$ cat src/rtl/alu_operand_loader_pkg.sv
// ---------------------------------------------------------------------------
// alu_operand_loader_pkg
// Shared definitions for the ALU operand front end: the ALU opcode values
// a user dials in on the switches, and the loader FSM state encoding that
// is also exported on o_state for the debug LEDs.
// ---------------------------------------------------------------------------
package alu_operand_loader_pkg;

   localparam logic [5:0] OP_ADD = 6'b100000;
   localparam logic [5:0] OP_SUB = 6'b100010;
   localparam logic [5:0] OP_AND = 6'b100100;
   localparam logic [5:0] OP_OR  = 6'b100101;
   localparam logic [5:0] OP_XOR = 6'b100110;
   localparam logic [5:0] OP_SRA = 6'b000011;
   localparam logic [5:0] OP_SRL = 6'b000010;
   localparam logic [5:0] OP_NOR = 6'b100111;

   typedef enum logic [1:0] {
      ST_WAIT_A  = 2'd0,
      ST_WAIT_B  = 2'd1,
      ST_WAIT_OP = 2'd2,
      ST_READY   = 2'd3
   } state_t;

endpackage

$ cat src/rtl/alu_operand_loader_button_debouncer.sv
// ---------------------------------------------------------------------------
// button_debouncer
// Conditions one raw push-button: 2-flop synchronizer, stability counter,
// rising-edge detector.
//   clock   : system clock
//   reset   : asynchronous active-low reset
//   i_btn   : raw button, asynchronous to clock
//   o_level : debounced button level
//   o_press : one-cycle pulse on each accepted press (never on release)
// ---------------------------------------------------------------------------
module button_debouncer
   import alu_operand_loader_pkg::*;
#(
   parameter int DEBOUNCE_CYCLES = 16
) (
   input  logic clock,
   input  logic reset,
   input  logic i_btn,
   output logic o_level,
   output logic o_press
);

   localparam int CNT_W = $clog2(DEBOUNCE_CYCLES + 1);
   // The level flips on the edge that completes the DEBOUNCE_CYCLES-th
   // differing cycle, i.e. while the counter still shows one less.
   localparam logic [CNT_W-1:0] CNT_LAST = CNT_W'(DEBOUNCE_CYCLES - 1);

   logic             sync_1;
   logic             sync_2;
   logic             level_d;
   logic [CNT_W-1:0] cnt;

   always_ff @(posedge clock or negedge reset) begin
      if (!reset) begin
         sync_1  <= 1'b0;
         sync_2  <= 1'b0;
         o_level <= 1'b0;
         level_d <= 1'b0;
         cnt     <= '0;
      end else begin
         sync_1  <= i_btn;
         sync_2  <= sync_1;
         level_d <= o_level;
         if (sync_2 == o_level) begin
            cnt <= '0;
         end else if (cnt == CNT_LAST) begin
            o_level <= sync_2;
            cnt     <= '0;
         end else begin
            cnt <= cnt + CNT_W'(1);
         end
      end
   end

   assign o_press = o_level & ~level_d;

endmodule

$ cat src/rtl/alu_operand_loader.sv
// ---------------------------------------------------------------------------
// alu_operand_loader
// Loads ALU operands A, B and opcode OP from a shared switch bank, one field
// per debounced button press, in the order A -> B -> OP, then flags the set
// valid and holds it stable for the downstream ALU.
//   clock     : system clock
//   reset     : asynchronous active-low reset
//   i_switch  : raw switch value (user holds it static while pressing)
//   i_btn_a   : raw button, load A
//   i_btn_b   : raw button, load B
//   i_btn_op  : raw button, load OP
//   o_A/o_B/o_OP : registered operand/opcode fields
//   o_valid   : high while the operand set is complete (READY)
//   o_state   : current FSM state for LED debug
// ---------------------------------------------------------------------------
module alu_operand_loader
   import alu_operand_loader_pkg::*;
#(
   parameter int N_BITS          = 6,
   parameter int DEBOUNCE_CYCLES = 16
) (
   input  logic              clock,
   input  logic              reset,
   input  logic [N_BITS-1:0] i_switch,
   input  logic              i_btn_a,
   input  logic              i_btn_b,
   input  logic              i_btn_op,
   output logic [N_BITS-1:0] o_A,
   output logic [N_BITS-1:0] o_B,
   output logic [N_BITS-1:0] o_OP,
   output logic              o_valid,
   output logic [1:0]        o_state
);

   logic   press_a, press_b, press_op;
   // Debounced levels are not needed here; the names keep lint quiet.
   logic   unused_level_a, unused_level_b, unused_level_op;
   state_t state, state_next;
   logic   load_a, load_b, load_op;

   button_debouncer #(.DEBOUNCE_CYCLES(DEBOUNCE_CYCLES)) u_deb_a (
      .clock(clock), .reset(reset), .i_btn(i_btn_a),
      .o_level(unused_level_a), .o_press(press_a)
   );

   button_debouncer #(.DEBOUNCE_CYCLES(DEBOUNCE_CYCLES)) u_deb_b (
      .clock(clock), .reset(reset), .i_btn(i_btn_b),
      .o_level(unused_level_b), .o_press(press_b)
   );

   button_debouncer #(.DEBOUNCE_CYCLES(DEBOUNCE_CYCLES)) u_deb_op (
      .clock(clock), .reset(reset), .i_btn(i_btn_op),
      .o_level(unused_level_op), .o_press(press_op)
   );

   // Only the press matching the current WAIT state is honoured; in READY
   // a press of A restarts the sequence and overrides any other press.
   always_comb begin
      state_next = state;
      load_a     = 1'b0;
      load_b     = 1'b0;
      load_op    = 1'b0;
      case (state)
         ST_WAIT_A: begin
            if (press_a) begin
               load_a     = 1'b1;
               state_next = ST_WAIT_B;
            end
         end
         ST_WAIT_B: begin
            if (press_b) begin
               load_b     = 1'b1;
               state_next = ST_WAIT_OP;
            end
         end
         ST_WAIT_OP: begin
            if (press_op) begin
               load_op    = 1'b1;
               state_next = ST_READY;
            end
         end
         ST_READY: begin
            if (press_a) begin
               load_a     = 1'b1;
               state_next = ST_WAIT_B;
            end else begin
               load_b  = press_b;
               load_op = press_op;
            end
         end
         default: state_next = ST_WAIT_A;
      endcase
   end

   always_ff @(posedge clock or negedge reset) begin
      if (!reset) begin
         state <= ST_WAIT_A;
         o_A   <= '0;
         o_B   <= '0;
         o_OP  <= '0;
      end else begin
         state <= state_next;
         if (load_a)  o_A  <= i_switch;
         if (load_b)  o_B  <= i_switch;
         if (load_op) o_OP <= i_switch;
      end
   end

   assign o_valid = (state == ST_READY);
   assign o_state = state;

endmodule

$ cat config.mk
export PLATFORM = sky130hd
export DESIGN_NAME = alu_operand_loader
export DESIGN_NICKNAME = d
export VERILOG_FILES = /design/src/rtl/alu_operand_loader_pkg.sv /design/src/rtl/alu_operand_loader_button_debouncer.sv /design/src/rtl/alu_operand_loader.sv
export SDC_FILE = /design/constraint.sdc
export NUM_CORES = 1
export LEC_CHECK = 0
export CAP_MARGIN = 20
export CORE_UTILIZATION = 47
export CTS_CLUSTER_DIAMETER = 30
export DETAILED_ROUTE_END_ITERATION = 8
export GPL_TIMING_DRIVEN = 0
export PLACE_DENSITY = 0.81
export SLEW_MARGIN = 10
export SYNTH_ARGS = -nofsm -noshare
export SYNTH_HDL_FRONTEND = slang
export SYNTH_SLANG_ARGS = --single-unit
$ cat constraint.sdc
create_clock -name clock -period 1.45 [get_ports clock]
set_input_delay 0.145 -clock clock [delete_from_list [all_inputs] [get_ports clock]]
set_output_delay 0.145 -clock clock [all_outputs]
set_load 0.05 [all_outputs]
# After elaboration in Yosys (flattened, before gate mapping)
# Index checks and enable logic that the tools add are counted.
# totals
register_bits	47
latchBits	0
ramBits	0
romBits	0
inputBits	11
output_inout_bits	21
wordCells	67
memories	0
# classes
add_sub_neg	3
mul	0
n_div	0
magnitude_cmp	0
n_eq_ne	12
shifts	0
muxes	18
n_bitwise	9
n_reduce_logical	6
# ops
op	n
two-way mux 5 bit	6
adder 5 x 1 -> 5 bit (second input constant)	3
== test 5 x 4 -> 1 bit (second input constant)	3
two-way mux 1 bit	6
two-way mux 2 bit	3
NOT 1 bit	6
case mux 2 bit (3 select lines)	1
AND reduction 2 bit	3
== test 2 bit (second input constant)	2
inequality test 2 bit (second input constant)	2
case mux 1 bit (2 select lines)	2
AND 1 bit	3
== test 1 bit	3
AND reduction 3 bit	1
== test 2 x 1 -> 1 bit (second input constant)	1
logical NOT 2 bit	1
inequality test 2 x 1 -> 1 bit (second input constant)	1
OR reduction 2 bit	1

# Logic depth before layout (Yosys ltp)
# Gate-level depths: netlist (run 1).
# depth
depth_word	4
mapped_depth	5
mapped_depth_nobuf	5

# By module
# A second synthesis (run 1) with hierarchy kept.
# hier_totals
hier_cells	130
hier_area_um2	1850.5
# modules_own_cells
mod	instances	cells_each	area_per_inst_um2	seq_area_each_um2
button_debouncer	3	25	339.1	225.2
alu_operand_loader	1	55	833.3	500.5

# Worst setup path before layout (run 1)
# OpenSTA, ideal clock, no wires.
# synth_timing
kind	reg-to-reg
from	reg state[1], in the netlist o_state[1]
to	reg o_B[0]
setup_ns	0.125
t_arrival_ns	2.071
required_ns	1.325
path_slack_ns	-0.746
path_stages_with_launch	5
path_buffers	0
period_less_slack_ns	2.196
cell_sequence	dfrtp_1 -> ha_1 -> a31oi_4 -> nor2_4 -> mux2_4
# synth_between
elab_chain_len	2
elab_cells_between_ends	3
classes_between	2 x eq/ne; 1 x mux
# synth_lines
element	line_no	source
from (decl)	alu_operand_loader.sv:38	state_t state, state_next;
from (signal assigned)	alu_operand_loader.sv:102	state <= state_next;
== test 2 bit	--	
net o_valid	alu_operand_loader.sv:31	output logic o_valid,
case mux 1 bit (2 select lines)	alu_operand_loader.sv:63	case (state)
to (signal assigned)	alu_operand_loader.sv:104	if (load_b) o_B <= i_switch;
to (decl)	alu_operand_loader.sv:29	output logic [N_BITS-1:0] o_B,
# The timed path passes the listed nets, and every way through them passes these cells.
# A chain may end at the register's enable or synchronous reset.

# Worst setup path in the final report (run 1)
# layout_timing
from	reg state[1], in the netlist o_state[1]
to	reg o_A[4]
# layout_between
elab_chain_len	3
elab_cells_between_ends	4
classes_between	1 x eq/ne; 1 x mux; 2 x reduce/logical
# layout_lines
element	line_no	source
== test 2 bit or logical NOT 2 bit (tied branches)	alu_operand_loader.sv:63	
OR reduction 2 bit (no line) (*)	--	
two-way mux 1 bit (*)	--	
to (signal assigned)	alu_operand_loader.sv:103	if (load_a) o_A <= i_switch;
to (decl)	alu_operand_loader.sv:28	output logic [N_BITS-1:0] o_A,
# Every way passes the cells marked *; elsewhere a longest branch is shown, timed or not.

==> results.py, run 1 <==
metrics = {
    "die": {
        "rows": 22,
        "io-pin-count": 32,
        "chipHeight_um": 65.86,
        "die-area_um2": 4338,
        "die_w_um": 65.86,
        "core_area_um2": 3799,
        "initial_core_util_pct": 50.46,
    },
    "worst_hold_path": {
        "worstHoldPathType": "in -> reg",
        "hold_path_depth": 1,
    },
    "clock_network": {
        "clockBufferDepth": 2,
        "clk_pin_slew_ns": 0.08,
        "htree_levels": 2,
        "cts_buffers": 5,
        "clock_latency_ns": 0.30,
        "cts-root-buf": "clkbuf_8",
        "cts_sinks": 47,
        "cts_tree": "yes",
    },
    "logic_synthesis": {
        "synth_area_leader_cell": "dfrtp_1",
        "ys_seq_area_share_pct": 61.36,
        "yosys-top-cells-area": "dfrtp_1 (61%), mux2_4 (9.4%), mux2_2 (5.3%), ha_1 (4.6%), xor2_1 (4.1%)",
        "synthCells": 130,
        "syn_area_um2": 1917,
        "yosysWarnings": 0,
        "synth.distinct_cells": 18,
        "synth_nets": 148,
        "yosys.area.top_type_share_pct": 61.36,
        "synth.avg_cell_area_um2": 14.74,
        "synth_seq_cells": 47,
    },
    "pwr": {
        "seq_power_share_pct": 43.4,
        "total_power_mw": 3.337,
        "intPower_mw": 2.271,
        "power_density_nw_per_um2": 1319,
        "power_frac_comb_pct": 32.6,
        "power_switching_mw": 1.066,
        "peakVddDrop_uv": 752.0,
        "power_leakage_nw": 1.276,
        "switching_share_pct": 31.94,
        "power_frac_clock_pct": 24.0,
    },
    "status": {
        "status": "finished, violations left",
        "violations": "negative setup slack",
    },
    "placed_design": {
        "port_buffers": 31,
        "dpl.hpwl_um": 2282,
        "dp_cells": 210,
        "gp_congestion": 0.7306,
    },
    "route": {
        "wl_per_cell_um": 15.44,
        "drtPass1Iterations": 4,
        "routed_wl_um": 3506,
        "postRouteAntennaNets": 0,
        "num_vias": 1170,
        "drc": 0,
        "drt-initial-drc-count": 38,
        "vias_per_cell": 5.154,
    },
    "worst_setup_path": {
        "critical_path_class": "reg -> reg",
        "reg2regPathDepth": 5,
        "crit_arrival_ns": 1.76,
        "crit_path_start_kind": "flop",
        "cp_max_fo": 5,
        "setup.worst_path.end_class": "flop",
        "crit_required_ns": 1.63,
    },
    "global_routing": {
        "grt_first_pass_wirelength_um": 6023,
        "grt_pass1_vias": 1241,
        "overflow": 0,
        "antenna_found_initial": 0,
        "grt_max_degree": 29,
        "grt_usage_pct": 19.11,
    },
    "sta": {
        "fin_skew_ns": 0.01201,
        "hold_viol_final": 0,
        "clock.fmax_ghz": 0.6310,
        "rsz0062_at_grt": "true",
        "fin_ws_ns": -0.1348,
        "tightestPinTransition_ns": 0.5115,
        "setup_viol_count_final": 19,
        "relSlewSlack_pct": 66.03,
        "timing.setup.tns_ns": -1.570,
        "maxSlewViolCount": 0,
        "whs_ns": 0.2864,
        "period_needed_ns": 1.585,
        "period_share_pct": 109.3,
    },
    "cells_and_area": {
        "drive_gt1_share_pct": 29.05,
        "areaGrowthSynthToFinish_pct": 31.92,
        "layout.cells.non_filler": 227,
        "nets": 196,
        "antenna_cells": 0,
        "fillers": 292,
    },
    "run": {
        "drv_cap": 0,
    },
}
-- power groups by stage --
stage / logic, mW / clock network (mW) / registers, mW
after global placement: 0.910 / 0 / 1.47
after global routing: 1.15 / 0.877 / 1.46
final: 1.09 / 0.799 / 1.45
after CTS: 1.05 / 0.814 / 1.45
after floorplan: 0.602 / 0 / 1.59
after detailed placement: 0.949 / 0 / 1.48
-- worst max-delay path, stage by stage (launching register included) --
cell	delay (ns)
dfrtp_2	0.46
buf_6	0.14
ha_4	0.27
nand3b_1	0.13
buf_6	0.18
mux2_4	0.29
-- final cells by class --
| type | count | area (um2) | area share [%] |
|---|---|---|---|
| clock buffer | 7 | 86.33 | 3.414 |
| clock inverter | 1 | 5.005 | 0.1979 |
| inverter | 5 | 21.27 | 0.8412 |
| multi-input combinational | 78 | 787.0 | 31.12 |
| sequential | 47 | 1179 | 46.61 |
| tap | 48 | 60.06 | 2.375 |
| timing repair buffer | 41 | 390.4 | 15.44 |
-- final timing paths --
check	start	slack (ns)	endpoint
max in group asynchronous	reset	0.63	o_B[4]$_DFFE_PN0P_
worst min register to register	u_deb_a.sync_1$_DFF_PN0_	0.35	u_deb_a.sync_2$_DFF_PN0_
min in group asynchronous	reset	0.32	u_deb_a.cnt[2]$_DFF_PN0_
worst max-delay path	o_state[1]$_DFFE_PN0P_	-0.13	o_A[4]$_DFFE_PN0P_
worst max register to register	o_state[1]$_DFFE_PN0P_	-0.13	o_A[4]$_DFFE_PN0P_
worst min-delay path	i_btn_op	0.29	u_deb_op.sync_1$_DFF_PN0_
-- cells by family after synthesis --
kind of cell / after synthesis / share of synthesized area (%)
adder cells (fa/ha/maj): 7 / 4.569
AND/OR/NAND/NOR: 30 / 8.812
multiplexers: 21 / 14.69
buffers and inverters: 5 / 0.9792
flip-flops: 47 / 61.36
AO/OA/AOI/OAI: 11 / 5.483
XOR/XNOR: 9 / 4.113
-- state kept, by name (all words and copies together) (netlist names), 2 cells and up --
| signal | cells |
|---|---|
| u_deb_b.cnt | 5 |
| o_B | 6 |
| u_deb_a.cnt | 5 |
| o_OP | 6 |
| u_deb_op.cnt | 5 |
| o_state | 2 |
| o_A | 6 |
-- cell usage after synthesis, drive strengths merged --
cell     n
nand2b   3
nand3b   1
nand3    6
inv      5
dfrtp   47
xor2     9
and2     3
ha       7
a221o    2
a221oi   2
o21ai    5
mux2    21
and3     3
nor2    14
a31oi    2
-- metrics by stage --
| stage | cell area (um2) | util, % | setup slack, ns |
|---|---|---|---|
| after floorplan | 1944 | - | -0.1925 |
| after global placement | 2315 | 60.94 | -1.036 |
| after detailed placement | 2330 | 61.33 | -0.1690 |
| after CTS | 2521 | 66.37 | -0.08608 |
| after global routing | 2529 | 66.57 | -0.1562 |
| final | 2529 | 66.57 | -0.1348 |
-- cells in the final DEF, fill, tap and decap left out, drive strengths merged --
cell and instances:
dfrtp 47, mux2 21, dlygate4sd2 19, nor2 14
buf 11, xor2 9, clkdlybuf4s50 9, clkbuf 7
ha 7, nand3 6, o21ai 5, inv 5
and2 3, and3 3, nand2b 3, a31oi 2
a221o 2, a221oi 2, nand3b 1, clkinv 1
dlygate4sd3 1, clkdlybuf4s15 1
-- per-layer routing --
metal,up-vias,global-route usage [%],part of all wire (%)
met4,0,9.783,1.9
met1,588,24.32,42
met3,7,3.793,3.5
met2,29,30.74,52
li1,546,-,-
met5,-,0,0
-- repair_timing --
item,4_1_cts,5_1_grt
endpoints found under the setup margin,39,21
setup buffers,7,2
pin swaps,2,3
hold buffers,1,0
endpoints found under the hold margin,19,0
resized for setup,37,3
Power figures use the tool's default switching activity.
==> run 2, diff against run 1 <==
- CORE_ASPECT_RATIO: not set -> 1.1
- GPL_TIMING_DRIVEN: 0 -> not set
- RECOVER_POWER: not set -> 25
==> results.py, run 2 (synthesis results as in run 1) <==
metrics = {
    "pwr": {
        "seq_power_share_pct": 39.6,
        "power_frac_comb_pct": 34.9,
        "power_switching_mw": 1.110,
        "intPower_mw": 2.569,
        "switching_share_pct": 30.17,
        "power_frac_clock_pct": 25.5,
        "power_leakage_nw": 1.279,
        "peakVddDrop_uv": 697.9,
        "power_density_nw_per_um2": 1432,
    },
    "global_routing": {
        "grt_first_pass_wirelength_um": 5671,
        "overflow": 0,
        "grt_max_degree": 27,
        "gr-usage-met1_pct": 20.24,
        "top_usage_layer": "met2",
        "use_met2_pct": 32.26,
        "met3_usage_pct": 5.757,
        "grt_usage_pct": 18.23,
        "grt_pass1_vias": 1199,
        "antenna_found_initial": 0,
    },
    "route": {
        "num_vias": 1132,
        "drc": 0,
        "vias_per_cell": 4.922,
        "drt-initial-drc-count": 54,
        "routed_wl_um": 3437,
        "drtPass1Iterations": 4,
        "postRouteAntennaNets": 0,
        "wl_per_cell_um": 14.94,
    },
    "worst_setup_path": {
        "worst_path_max_delay_cell": "dfrtp_2",
        "crit_arrival_ns": 1.68,
        "reg2regPathDepth": 5,
        "crit_buf_inv": 1,
        "crit_path_max_incr_delay_ns": 0.43,
        "crit_family": "flip-flops",
        "critical_path_class": "reg -> reg",
        "crit_path_start_kind": "flop",
        "path_depth": 5,
        "cp_cell_sequence": "buf_6, ha_4, a31oi_4, nor2_4, mux2_4",
        "crit_required_ns": 1.64,
        "cp_max_fo": 6,
        "setup.worst_path.end_class": "flop",
    },
    "cells_and_area": {
        "fin_util_pct": 68.14,
        "layout.cells.non_filler": 230,
        "areaGrowthSynthToFinish_pct": 34.01,
        "mostFrequentLayoutCell": "dfrtp_1",
        "antenna_cells": 0,
        "drive_gt1_share_pct": 41.67,
        "largest_registers": "o_A (6), o_B (6), o_OP (6)",
        "final_cell_mix": "dfrtp_1 (45), buf_4 (25), mux2_4 (18)",
        "nets": 197,
    },
    "sta": {
        "tightestPinTransition_ns": 0.5498,
        "period_share_pct": 102.7,
        "rsz0062_at_grt": "true",
        "fin_ws_ns": -0.03982,
        "relSlewSlack_pct": 63.35,
        "fin_skew_ns": 0.008273,
        "setup_viol_count_final": 18,
        "period_needed_ns": 1.490,
        "maxSlewViolCount": 0,
        "hold_viol_final": 0,
        "clock.fmax_ghz": 0.6712,
    },
    "die": {
        "chipHeight_um": 68.98,
        "core_area_um2": 3770,
        "initial_core_util_pct": 50.85,
        "die-area_um2": 4338,
        "io-pin-count": 32,
        "rows": 23,
        "die_w_um": 62.89,
    },
    "worst_hold_path": {
        "worstHoldPathType": "in -> async",
    },
    "placed_design": {
        "dpl.hpwl_um": 2404,
        "gp_congestion": 0.8165,
        "port_buffers": 31,
        "dp_cells": 218,
    },
    "clock_network": {
        "cts_tree": "yes",
        "cts-root-buf": "clkbuf_8",
        "clockBufferDepth": 2,
        "clock_latency_ns": 0.30,
        "htree_levels": 2,
        "cts_buffers": 5,
        "cts_sinks": 47,
        "clk_pin_slew_ns": 0.09,
    },
    "run": {
        "drv_cap": 0,
    },
    "status": {
        "violations": "negative setup slack",
        "status": "finished, violations left",
    },
}
==> run 2: cell count changes in the layout (fill, tap and decap cells not counted), moves of 3 or more <==
cell,change
buf_4,+21
dlygate4sd2_1,-19
dlygate4sd3_1,+3
clkdlybuf4s50_1,-3
==> run 2: timing repair <==
| action | CTS | global route |
|---|---|---|
| hold buffers | 1 | 0 |
| setup buffers | 3 | 0 |
| pin swaps | 2 | 2 |
| endpoints found under the setup margin | 18 | 21 |
| resized for setup | 8 | 8 |
| hold endpoints to repair | 21 | 0 |
==> run 2: path summary, 6_finish.rpt <==
| kind | from | endpoint | slack, ns |
|---|---|---|---|
| max in group asynchronous | reset | o_state[1]$_DFFE_PN0P_ | 0.55 |
| max | o_state[0]$_DFFE_PN0P_ | o_OP[4]$_DFFE_PN0P_ | -0.04 |
| max reg2reg | o_state[0]$_DFFE_PN0P_ | o_OP[4]$_DFFE_PN0P_ | -0.04 |
| min | reset | u_deb_a.cnt[2]$_DFF_PN0_ | 0.36 |
| min reg2reg | u_deb_b.sync_1$_DFF_PN0_ | u_deb_b.sync_2$_DFF_PN0_ | 0.36 |
| min in group clock | u_deb_b.sync_1$_DFF_PN0_ | u_deb_b.sync_2$_DFF_PN0_ | 0.36 |
==> run 2: final cells by class <==
class | count | area (um2)
Multi-Input combinational cell | 78 | 800.8
Tap cell | 50 | 62.56
Fill cell | 265 | 1201
Timing Repair Buffer | 42 | 395.4
Inverter | 5 | 18.77
Clock inverter | 3 | 43.79
Clock buffer | 5 | 68.82
Sequential cell | 47 | 1179
==> run 2: power groups by stage <==
stage	sequential, mW	clock, mW	combinational, mW
after floorplan	1.59	0	0.602
after global placement	1.47	0	1.12
after detailed placement	1.48	0	1.15
after CTS	1.46	0.972	1.27
after global routing	1.47	1.04	1.35
final	1.46	0.938	1.28
==> run 2: metal layers <==
metal / wire, um / share of wire (%)
met1: 1495 / 43
met4: 23 / 0.67
met5: 0 / 0
met3: 152 / 4.4
met2: 1766 / 51
==> run 2: per-stage QoR <==
stage / setup TNS, ns / cell area (um2) / power, mW / worst slack [ns] / hold slack [ns]
finish: -0.3793 / 2569 / 3.679 / -0.03982 / 0.3566
global route: -1.269 / 2569 / 3.855 / -0.09239 / 0.3620
CTS: -0.4933 / 2540 / 3.695 / -0.05347 / 0.2722
detailed placement: -1.329 / 2362 / 2.626 / -0.09661 / 0.1339
global placement: -0.2709 / 2362 / 2.592 / -0.01860 / 0.1256
floorplan: -3.318 / 1944 / 2.191 / -0.1925 / -0.1506
==> run 3, diff against run 2 <==
- CORE_UTILIZATION: 47 -> 52
- DONT_BUFFER_PORTS: not set -> 1
- PLACE_DENSITY: 0.81 -> 0.76
==> results.py, run 3 (synthesis results as in run 1) <==
metrics = {
    "worst_setup_path": {
        "r2r_end": "o_A[1]$_DFFE_PN0P_",
        "worst_path_max_delay_cell": "dfrtp_2",
        "setup.worst_path.end_class": "flop",
        "reg2reg_slack_ns": -0.06,
        "crit_arrival_ns": 1.75,
        "cp_cell_sequence": "inv_2, ha_4, nand3b_1, buf_4, mux2_2",
        "reg2regPathDepth": 5,
        "rr_startpoint": "o_state[0]$_DFFE_PN0P_",
        "crit_buf_inv": 2,
        "crit_required_ns": 1.69,
        "cp_max_fo": 5,
        "crit_family": "flip-flops",
        "critical_path_class": "reg -> reg",
        "crit_path_start_kind": "flop",
        "crit_path_max_incr_delay_ns": 0.50,
    },
    "cells_and_area": {
        "fillers": 232,
        "mostFrequentLayoutCell": "dfrtp_1",
        "antenna_cells": 0,
        "fin_util_pct": 70.87,
        "final_cell_mix": "dfrtp_1 (45), buf_4 (27), nor2_1 (12), mux2_4 (12), dlygate4sd3_1 (10)",
        "largest_registers": "o_A (6), o_B (6), o_OP (6)",
        "layout.cells.non_filler": 226,
        "nets": 195,
        "fin_area_um2": 2439,
        "areaGrowthSynthToFinish_pct": 27.22,
        "drive_gt1_share_pct": 41.01,
    },
    "die": {
        "core_area_um2": 3441,
        "rows": 22,
        "initial_core_util_pct": 55.71,
        "chipHeight_um": 65.68,
        "die-area_um2": 3933,
        "io-pin-count": 32,
        "die_w_um": 59.89,
    },
    "worst_hold_path": {
        "worstHoldPathType": "in -> reg",
        "worstHoldStart": "i_btn_a",
        "hold_path_depth": 1,
        "min_to": "u_deb_a.sync_1$_DFF_PN0_",
    },
    "clock_network": {
        "clk_pin_slew_ns": 0.12,
        "htree_levels": 2,
        "clock_latency_ns": 0.35,
        "cts_tree": "yes",
        "cts_sinks": 47,
        "cts_buffers": 5,
        "clockBufferDepth": 2,
        "cts-root-buf": "clkbuf_4",
    },
    "sta": {
        "period_share_pct": 103.9,
        "clock.fmax_ghz": 0.6636,
        "hold_viol_final": 0,
        "maxSlewViolCount": 0,
        "timing.setup.tns_ns": -0.7146,
        "fin_ws_ns": -0.05687,
        "fin_skew_ns": 0.005379,
        "relSlewSlack_pct": 33.59,
        "setup_viol_count_final": 19,
        "rsz0062_at_grt": "true",
        "period_needed_ns": 1.507,
        "tightestPinTransition_ns": 0.9961,
    },
    "global_routing": {
        "antenna_found_initial": 0,
        "overflow": 0,
        "grt_first_pass_wirelength_um": 5575,
        "grt_pass1_vias": 1218,
        "grt_usage_pct": 19.81,
        "grt_max_degree": 48,
    },
    "placed_design": {
        "place_ws_ns": -0.08597,
        "port_buffers": 0,
        "gp_congestion": 0.8794,
        "dp_cells": 203,
        "postPlaceCellArea_um2": 2192,
        "dpl.hpwl_um": 2285,
    },
    "pwr": {
        "intPower_mw": 2.202,
        "power_density_nw_per_um2": 1340,
        "peakVddDrop_uv": 824.7,
        "power_frac_comb_pct": 34.5,
        "power_switching_mw": 1.066,
        "switching_share_pct": 32.61,
        "seq_power_share_pct": 45.1,
        "power_frac_clock_pct": 20.4,
        "power_leakage_nw": 1.193,
    },
    "status": {
        "violations": "negative setup slack",
        "status": "finished, violations left",
    },
    "route": {
        "drc": 0,
        "drtPass1Iterations": 4,
        "routed_wl_um": 3506,
        "drt-initial-drc-count": 40,
        "num_vias": 1191,
        "wl_per_cell_um": 15.51,
        "vias_per_cell": 5.270,
        "postRouteAntennaNets": 0,
    },
    "run": {
        "drv_cap": 0,
    },
}
==> run 3: cell types whose count changed in the layout (fill, tap and decap cells not counted), moves of 2 or more <==
cell and delta:
buf_12 -4, mux2_2 +6, buf_4 +2, clkbuf_4 +5, clkdlybuf4s50_1 -6, mux2_4 -6
clkbuf_8 -3, dlygate4sd3_1 +6
==> run 3: metal layers <==
| layer | share of wire [%] | routed length (um) | global-route usage [%] | vias up |
|---|---|---|---|---|
| met1 | 38 | 1323 | 21.37 | 594 |
| li1 | - | - | - | 546 |
| met2 | 55 | 1935 | 34.44 | 36 |
| met4 | 3.3 | 116 | 10.47 | 0 |
| met5 | 0 | 0 | 0 | - |
| met3 | 3.7 | 131 | 5.512 | 15 |
==> run 3: stage by stage <==
stage	total power [mW]	hold WS, ns
2_1_floorplan	2.191	-0.1506
3_3_place_gp	2.345	-0.1498
3_5_place_dp	2.383	-0.1496
6_report	3.267	0.3403
4_1_cts	3.222	0.2774
5_1_grt	3.403	0.3160
==> run 3: worst max path at each step <==
stage                                       from             endpoint  slack [ns]  cells past startpoint
after floorplan           o_state[1]$_DFFE_PN0P_  o_OP[0]$_DFFE_PN0P_       -0.19                      4
after global placement    o_state[1]$_DFFE_PN0P_   o_B[1]$_DFFE_PN0P_       -0.04                      4
after detailed placement  o_state[1]$_DFFE_PN0P_   o_B[5]$_DFFE_PN0P_       -0.09                      4
after CTS                 o_state[0]$_DFFE_PN0P_   o_B[5]$_DFFE_PN0P_       -0.06                      5
after global routing      o_state[0]$_DFFE_PN0P_   o_A[1]$_DFFE_PN0P_       -0.11                      5
final                     o_state[0]$_DFFE_PN0P_   o_A[1]$_DFFE_PN0P_       -0.06                      5
==> run 3: power groups by stage <==
| stage | combinational (mW) | sequential [mW] | clock, mW |
|---|---|---|---|
| 6_report | 1.13 | 1.47 | 0.667 |
| 5_1_grt | 1.17 | 1.49 | 0.750 |
| 4_1_cts | 1.05 | 1.47 | 0.697 |
| 3_5_place_dp | 0.908 | 1.48 | 0 |
| 3_3_place_gp | 0.874 | 1.47 | 0 |
| 2_1_floorplan | 0.602 | 1.59 | 0 |
==> run 3: cell type report <==
| class | count | area [um2] | share of cell area, % |
|---|---|---|---|
| timing repair buffer | 40 | 330.3 | 13.55 |
| clock inverter | 1 | 7.507 | 0.3079 |
| sequential | 47 | 1179 | 48.33 |
| inverter | 5 | 18.77 | 0.7696 |
| clock buffer | 7 | 65.06 | 2.668 |
| tap | 48 | 60.06 | 2.463 |
| multi-input combinational | 78 | 778.2 | 31.91 |
==> run 3: what timing repair did <==
| action | in CTS | in global routing |
|---|---|---|
| hold endpoints to repair | 68 | 0 |
| hold buffers | 11 | 0 |
| pin swaps | 5 | 1 |
| endpoints found under the setup margin | 19 | 21 |
| setup buffers | 3 | 2 |
| resized for setup | 7 | 4 |
==> variant (config.mk and constraints of run 2) <==
Register the output `o_OP` once more, with the module's reset; this adds one clock of latency there. The other outputs are not delayed to match. Comments in the files are not updated.
--- a/src/rtl/alu_operand_loader.sv
+++ b/src/rtl/alu_operand_loader.sv
@@ -32,4 +32,6 @@
    output logic [1:0]        o_state
 );
+
+   logic [N_BITS-1:0] o_OP_s0;
 
    logic   press_a, press_b, press_op;
@@ -98,10 +100,10 @@
          o_A   <= '0;
          o_B   <= '0;
-         o_OP  <= '0;
+         o_OP_s0 <= '0;
       end else begin
          state <= state_next;
          if (load_a)  o_A  <= i_switch;
          if (load_b)  o_B  <= i_switch;
-         if (load_op) o_OP <= i_switch;
+         if (load_op) o_OP_s0 <= i_switch;
       end
    end
@@ -110,4 +112,12 @@
    assign o_state = state;
 
+   always_ff @(posedge clock or negedge reset) begin
+      if (!reset) begin
+         o_OP <= '0;
+      end else begin
+         o_OP <= o_OP_s0;
+      end
+   end
+
 endmodule
 
Function: no difference found for any inputs over 10 cycles, from zero or initial values and one cycle with reset low; that may be too few to reach the edited logic, so the function may still have changed.
==> variant against run 2 <==
The run still ends with negative setup slack left. Worst setup slack worse by 0.085 ns. Power is 1.0% higher. Clock skew hardly changed. Cell count is 6.5% higher. Critical path depth is 1 higher. Cell area is 7.1% higher. Synthesized cell count is 5.4% higher. Maximum frequency is 5.4% lower. Combinational power is 9% lower. Sequential cell count is 6 higher. Routed wire length is 5.1% higher. Area after synthesis is 4.6% higher. Highest routed layer unchanged.
==> variant: results <==
set metrics [dict create \
    placedCellCount 232 \
    slew_headroom_pct 54.71 \
    failed_checks "negative setup slack" \
    gr-usage-met2_pct 29.71 \
    yosysUniqueCellTypes 17 \
    grt_first_pass_wirelength_mm 6.327 \
    m1WireLength_mm 1.527 \
    status "complete, but fails checks" \
    r2r-end "o_OP_s0[1]" \
    synth_commonest_cells "dfrtp_1 (53), mux2_2 (21), nor2_1 (14), xor2_1 (9)" \
    worst_r2r_path_depth 6 \
    timing.hold.ws_ns 0.3554 \
    place_area_um2 2505 \
    track_usage_pct 19.04 \
    synthTopCellsByArea "dfrtp_1 (66%), mux2_2 (12%), xor2_1 (3.9%)" \
    synthToLayoutAreaGrowth_pct 37.27 \
    synth-seq-area-share_pct 66.17 \
    use_met3_pct 5.229 \
    grt_max_degree 54 \
    ir_drop_mv 0.9145 \
    fin_ws_ns -0.1246 \
    met2_length_mm 1.870 \
    critPathLaunch "o_state[1]" \
    dp_hpwl_mm 2.422 \
    place.gp.congestion 0.7113 \
    worstPathArrival_ns 1.77 \
    grt_pass1_vias 1330 \
    power_leakage_nw 1.383 \
    setup_tns_ns -1.146 \
    swShare_pct 29.00 \
    drt-initial-drc-count 39 \
    finalSetupViolCount 19 \
    netlist_instances 137 \
    hold_class "reg -> reg" \
    final_cells 245 \
    synth_nets 154 \
    post_drt_wl_per_cell_um 14.74 \
]
-- variant: repair_timing --
action                                  CTS  global route
endpoints found under the hold margin    53             0
buffers inserted                          4             1
endpoints found under the setup margin   19            21
resized for setup                        17             7
hold buffers                              1             0
pin swaps                                 5             4
-- variant: kinds of logic after synthesis --
| kind of cell | share of synthesized area, % |
|---|---|
| XOR/XNOR | 3.933 |
| flip-flops | 66.17 |
| adder cells (fa/ha/maj) | 3.745 |
| buffers and inverters | 0.9364 |
| multiplexers | 11.80 |
| AND/OR/NAND/NOR | 10.30 |
| AO/OA/AOI/OAI | 3.121 |
-- variant: worst max path at each step --
| stage | endpoint | slack [ns] | depth (start not counted) |
|---|---|---|---|
| floorplan | o_OP_s0[0] | -0.24 | 4 |
| global placement | o_OP_s0[1] | -0.06 | 5 |
| detailed placement | o_OP_s0[3] | -0.12 | 5 |
| CTS | o_OP_s0[0] | -0.06 | 6 |
| global route | o_OP_s0[1] | -0.16 | 6 |
| finish | o_OP_s0[1] | -0.12 | 6 |
-- variant: final cells by class --
class | count | share of cell area (%)
inverter | 5 | 0.6821
timing repair buffer | 48 | 16.73
multi-input combinational | 79 | 27.88
sequential | 53 | 48.29
clock buffer | 6 | 2.638
tap | 52 | 2.365
clock inverter | 2 | 1.410
-- variant: critical path, stage by stage (launching register included) --
cell and delay [ns]:
dfrtp_2 0.42, buf_6 0.13, ha_4 0.17, nor3b_4 0.24
nor3_4 0.08, buf_12 0.14, mux2_4 0.29
-- variant: power by group through the flow --
stage                     registers (mW)  logic, mW  clock network (mW)
after floorplan                     1.76      0.399                   0
after global placement              1.61      0.945                   0
after detailed placement            1.62      0.987                   0
after CTS                           1.60       1.13               0.997
after global routing                1.61       1.21                1.06
final                               1.60       1.16               0.960
